**src/rtl/logicnet_pkg.sv**
```systemverilog
// rtl/logicnet_pkg.sv - shared types and constants for the LUT neuron layer
package logicnet_pkg;

  typedef enum logic {
    CLEAR = 1'b0,
    RUN   = 1'b1
  } state_t;

  localparam int ADDR_W_DEF = 8;
  localparam int DEPTH      = 2 ** ADDR_W_DEF;

  // Index width for a neuron count; a single neuron still needs one bit.
  function automatic int cnt_width(input int n);
    return (n > 1) ? $clog2(n) : 1;
  endfunction

endpackage

```
**src/rtl/logicnet_lut_ram.sv**
```systemverilog
// rtl/logicnet_lut_ram.sv - one neuron truth table, sync write / async read
module logicnet_lut_ram #(
  parameter int ADDR_W = 8,
  parameter int OUT_W  = 1
) (
  input  logic              clk,
  input  logic              we,
  input  logic [ADDR_W-1:0] waddr,
  input  logic [OUT_W-1:0]  wdata,
  input  logic [ADDR_W-1:0] raddr,
  output logic [OUT_W-1:0]  rdata
);

  localparam int TAB_DEPTH = 2 ** ADDR_W;

  (* ram_style = "distributed", rom_style = "distributed" *)
  logic [OUT_W-1:0] mem [TAB_DEPTH];

  always_ff @(posedge clk) begin
    if (we) begin
      mem[waddr] <= wdata;
    end
  end

  assign rdata = mem[raddr];

endmodule

```
**src/rtl/logicnet_lut_layer_pipe.sv**
```systemverilog
// rtl/logicnet_lut_layer_pipe.sv - pipelined layer of runtime-loadable LUT neurons
module logicnet_lut_layer_pipe
  import logicnet_pkg::*;
#(
  parameter int NEURONS = 4,
  parameter int ADDR_W  = ADDR_W_DEF,
  parameter int OUT_W   = 1,
  parameter int CNT_W   = cnt_width(NEURONS)
) (
  input  logic                      clk,
  input  logic                      rst,
  input  logic                      cfg_we,
  input  logic [CNT_W-1:0]          cfg_neuron,
  input  logic [ADDR_W-1:0]         cfg_addr,
  input  logic [OUT_W-1:0]          cfg_data,
  output logic                      cfg_ready,
  input  logic                      in_valid,
  output logic                      in_ready,
  input  logic [NEURONS*ADDR_W-1:0] in_data,
  output logic                      out_valid,
  input  logic                      out_ready,
  output logic [NEURONS*OUT_W-1:0]  out_data
);

  state_t                     state;
  state_t                     state_next;
  logic [ADDR_W-1:0]          clr_addr;
  logic                       clearing;
  logic                       cfg_hit;
  logic                       push;
  logic                       pop;
  logic [NEURONS*OUT_W-1:0]   lookup;
  logic [NEURONS*OUT_W-1:0]   fifo_mem [2];
  logic                       wr_ptr;
  logic                       rd_ptr;
  logic [1:0]                 occ;

  assign clearing = (state == CLEAR);

  always_comb begin
    state_next = state;
    if (state == CLEAR && clr_addr == {ADDR_W{1'b1}}) begin
      state_next = RUN;
    end
  end

  always_ff @(posedge clk) begin
    if (rst) begin
      state    <= CLEAR;
      clr_addr <= '0;
    end else begin
      state <= state_next;
      if (clearing) begin
        clr_addr <= clr_addr + ADDR_W'(1);
      end
    end
  end

  assign cfg_ready = (state == RUN);
  assign cfg_hit   = cfg_we & cfg_ready &
                     ({1'b0, cfg_neuron} < (CNT_W+1)'(NEURONS));

  // Any cfg_we stalls input, so a table is never read and written in one cycle.
  assign in_ready  = (state == RUN) & ~cfg_we & (occ != 2'd2);
  assign push      = in_valid & in_ready;
  assign pop       = out_valid & out_ready;

  for (genvar n = 0; n < NEURONS; n++) begin : g_neuron
    logic we_n;

    assign we_n = clearing | (cfg_hit & (cfg_neuron == CNT_W'(n)));

    logicnet_lut_ram #(
      .ADDR_W (ADDR_W),
      .OUT_W  (OUT_W)
    ) u_ram (
      .clk   (clk),
      .we    (we_n),
      .waddr (clearing ? clr_addr : cfg_addr),
      .wdata (clearing ? {OUT_W{1'b0}} : cfg_data),
      .raddr (in_data[n*ADDR_W +: ADDR_W]),
      .rdata (lookup[n*OUT_W +: OUT_W])
    );
  end

  always_ff @(posedge clk) begin
    if (rst) begin
      wr_ptr      <= 1'b0;
      rd_ptr      <= 1'b0;
      occ         <= 2'd0;
      fifo_mem[0] <= '0;
      fifo_mem[1] <= '0;
    end else begin
      if (push) begin
        fifo_mem[wr_ptr] <= lookup;
        wr_ptr           <= ~wr_ptr;
      end
      if (pop) begin
        rd_ptr <= ~rd_ptr;
      end
      case ({push, pop})
        2'b10:   occ <= occ + 2'd1;
        2'b01:   occ <= occ - 2'd1;
        default: occ <= occ;
      endcase
    end
  end

  assign out_valid = (occ != 2'd0);
  assign out_data  = fifo_mem[rd_ptr];

endmodule

```
**config.mk**
```make
export PLATFORM = sky130hd
export DESIGN_NAME = logicnet_lut_layer_pipe
export DESIGN_NICKNAME = d
export VERILOG_FILES = /design/src/rtl/logicnet_pkg.sv /design/src/rtl/logicnet_lut_ram.sv /design/src/rtl/logicnet_lut_layer_pipe.sv
export SDC_FILE = /design/constraint.sdc
export NUM_CORES = 2
export LEC_CHECK = 0
export ABC_AREA = 1
export CAP_MARGIN = 30
export CELL_PAD_IN_SITES_DETAIL_PLACEMENT = 0
export CELL_PAD_IN_SITES_GLOBAL_PLACEMENT = 1
export CORE_UTILIZATION = 39
export CTS_CLUSTER_SIZE = 20
export DETAILED_ROUTE_END_ITERATION = 8
export PLACE_DENSITY_LB_ADDON = 0.25
export SLEW_MARGIN = 15
export SYNTH_ARGS = -nofsm -noshare
export SYNTH_HDL_FRONTEND = slang
export SYNTH_HIERARCHICAL = 1
export SYNTH_SLANG_ARGS = --single-unit
```
**constraint.sdc**
```tcl
create_clock -name clk -period 14.3 [get_ports clk]
set_input_delay 1.43 -clock clk [delete_from_list [all_inputs] [get_ports clk]]
set_output_delay 1.43 -clock clk [all_outputs]
set_load 0.05 [all_outputs]
```
==> flow_metrics.py <==
metrics = {
    "critical_path": {
        "crit_path_end_kind": "output pin",
        "r2r_start": "cfg_ready$_SDFFE_PP0P_",
        "cp-startpoint": "cfg_we",
        "path_max_fanout": 5,
        "worstPathRequired_ps": 12870,
        "rrSetupSlack_ps": 10470,
        "arrival_ps": 3190,
        "path_class": "input pin to output pin",
        "cp-start-kind": "input pin",
        "reg2reg_to": "g_neuron[3].u_ram/mem[178]$_DFFE_PP_",
        "ff2ff_path_depth": 7,
    },
    "drt": {
        "first_iter_violations": 2666,
        "drtAntennaViolNets": 0,
        "viasPerCell": 5.22,
        "vias": 34100,
        "drt_first_pass_iters": 7,
        "post_drt_wl_per_cell_um": 19.8,
        "remaining_drc_errors": 0,
        "wirelength_mm": 129,
    },
    "placed_design": {
        "numPortBuffers": 54,
        "placed_cell_area_mm2": 0.0495,
        "post-place-ws_ps": 9360,
        "dp_cells": 6318,
        "globalplace.congestion": 0.768,
        "dp_hpwl_mm": 73.2,
    },
    "cells_and_area": {
        "antenna_cells": 0,
        "nFillCells": 11700,
        "fin_cells": 6537,
        "area_growth_syn_to_layout_pct": 10.6,
        "fin_area_mm2": 0.0531,
        "drive_above_1_share_pct": 6.11,
        "multi_input_area_mm2": 0.0143,
        "fin_util_pct": 43.6,
        "nets": 4868,
        "regArea_mm2": 0.0313,
    },
    "grt": {
        "first_global_vias": 32400,
        "grt_pass1_wl_mm": 197,
        "grt_usage_pct": 20.6,
        "gr-total-overflow": 0,
        "antenna_found_initial": 3,
        "grt_max_degree": 258,
    },
    "floorplan": {
        "die-width_um": 353,
        "die_area_mm2": 0.125,
        "ios": 55,
        "rows": 128,
        "initial_core_util_pct": 39.4,
        "die_h_um": 353,
        "core_mm2": 0.122,
    },
    "clock_tree": {
        "clkSinkCount": 1046,
        "ctsResizeCount": 0,
        "cts_hold_buf": 0,
        "root_buffer": "clkbuf_16",
        "h-tree-depth": 3,
        "cts_tree": "yes",
        "cts_buffers": 115,
        "cts_buffer_depth": 3,
        "clock_latency_ps": 700,
        "clkTransAtPathRegs_ps": 60,
        "cts_setup_buffers": 0,
    },
    "synth": {
        "ys_ff_latch": 1046,
        "synth-edff-count": 1032,
        "yosys-top-cells-count": "nand2_1, nor2_1, edfxtp_1",
        "synth_top_cell_by_area": "edfxtp_1",
        "synth_warnings": 6,
        "yosys-top-cells-area": "edfxtp_1, nand3_1, nand2_1, nor2_1, buf_6",
        "synth_fp_nets": 4939,
        "netlist_instances": 4889,
        "ys_types": 28,
        "syn_area_per_cell_um2": 9.82,
        "ys_seq_area_share_pct": 65.1,
        "synthArstFlopShare_pct": 0,
        "synthFlopType": "edfxtp_1",
        "synth_most_common_cell": "nand2_1",
        "netlist_area_mm2": 0.0480,
        "yosysTopAreaCellShare_pct": 64.6,
    },
    "power_and_ir_drop": {
        "power_frac_comb_pct": 5.9,
        "power_density_mw_per_mm2": 122,
        "p_leak_nw": 18.6,
        "power_mw": 6.47,
        "clkPwrFrac_pct": 42.8,
        "seqPwrFrac_pct": 51.4,
        "power.internal_mw": 5.01,
        "switchingPower_mw": 1.47,
        "ir_worst_vdd_mv": 0.0842,
        "swShare_pct": 22.7,
    },
    "timing": {
        "fin_tns_setup_ps": 0,
        "fin_crit_ps": 4620,
        "fmax_ghz": 0.216,
        "relSlewSlack_pct": 13.9,
        "worst_hold_slack_ps": 507,
        "grt_setup_unrepaired": "false",
        "report.final.slew_viol_count": 0,
        "fin_skew_ps": 17.9,
        "worstMarginPinSlew_ps": 1290,
        "setup_viol": 0,
        "final-hold-violation-count": 0,
        "finalCritPeriodShare_pct": 32.3,
        "fin_ws_ps": 9680,
    },
    "min_path": {
        "hold_start": "rd_ptr$_SDFFE_PP0P_",
        "hold_class": "flip-flop to flip-flop",
        "min_path_cells": 2,
    },
    "outcome": {
        "status": "finished, final reports clean",
    },
    "run": {
        "cap_violations": 0,
    },
}
## placed cells by master, fill, tap and decap left out, drive strengths merged
master         instances
a21oi                  5
a31oi                  1
buf                  112
bufinv                 4
clkbuf               148
clkdlybuf4s50         43
clkinv                63
clkinvlp               2
dfxtp                 14
edfxtp              1032
ha                     2
inv                   90
mux2                   4
nand2               1239
nand3               1022
nand4                 15
nor2                1102
nor3                   2
o21a                   1
o21ai                  7
o31ai                  4
## flip-flops by register name, summed over array words and instances, names as in the netlist, named ones only
register            flops
cfg_ready               1
clr_addr                8
fifo_mem                8
g_neuron.u_ram/mem   1024
occ                     2
rd_ptr                  1
wr_ptr                  1
## power by group through the flow
| stage | combinational, mW | clock (mW) | sequential (mW) |
|---|---|---|---|
| global route | 0.416 | 2.94 | 3.32 |
| finish | 0.380 | 2.77 | 3.32 |
| CTS | 0.384 | 2.83 | 3.32 |
| global placement | 0.372 | 0 | 3.39 |
| floorplan | 0.249 | 0 | 3.39 |
| detailed placement | 0.383 | 0 | 3.39 |
## worst max path at each step
| stage | endpoint |
|---|---|
| 2_1_floorplan | g_neuron[0].u_ram/mem[0]$_DFFE_PP_ |
| 3_3_place_gp | g_neuron[3].u_ram/mem[91]$_DFFE_PP_ |
| 3_5_place_dp | g_neuron[3].u_ram/mem[178]$_DFFE_PP_ |
| 4_1_cts | in_ready |
| 5_1_grt | in_ready |
| 6_report | in_ready |
## per-layer routing
layer	wire length, um	track usage (%)	vias up
met3	6730	2.35	177
met5	13	0	-
met1	57300	28.1	16700
met4	2560	5.25	2
met2	62900	34.8	837
li1	-	-	16400
## critical path, stage by stage
cell	delay [ps]
clkdlybuf4s50_1	460
clkinv_1	290
nand2_2	230
nor2_8	70
clkdlybuf4s50_1	700
## layout make-up
class                      count  area share, %
multi-input combinational   3404           26.9
sequential                  1046           58.9
inverter                      96          0.714
clock inverter                63          0.719
timing repair buffer         155           3.13
clock buffer                 148           5.83
tap                         1625           3.83
## cells by family after synthesis
group                      share of synthesized area [%]
AOI/OAI and AO/OA                                  0.219
adders and majority gates                         0.0521
buffers and inverters                               5.16
DFF                                                 65.1
muxes                                             0.0938
and+or+nand+nor                                     29.3
Note: power is estimated with default switching activity, not from simulation.
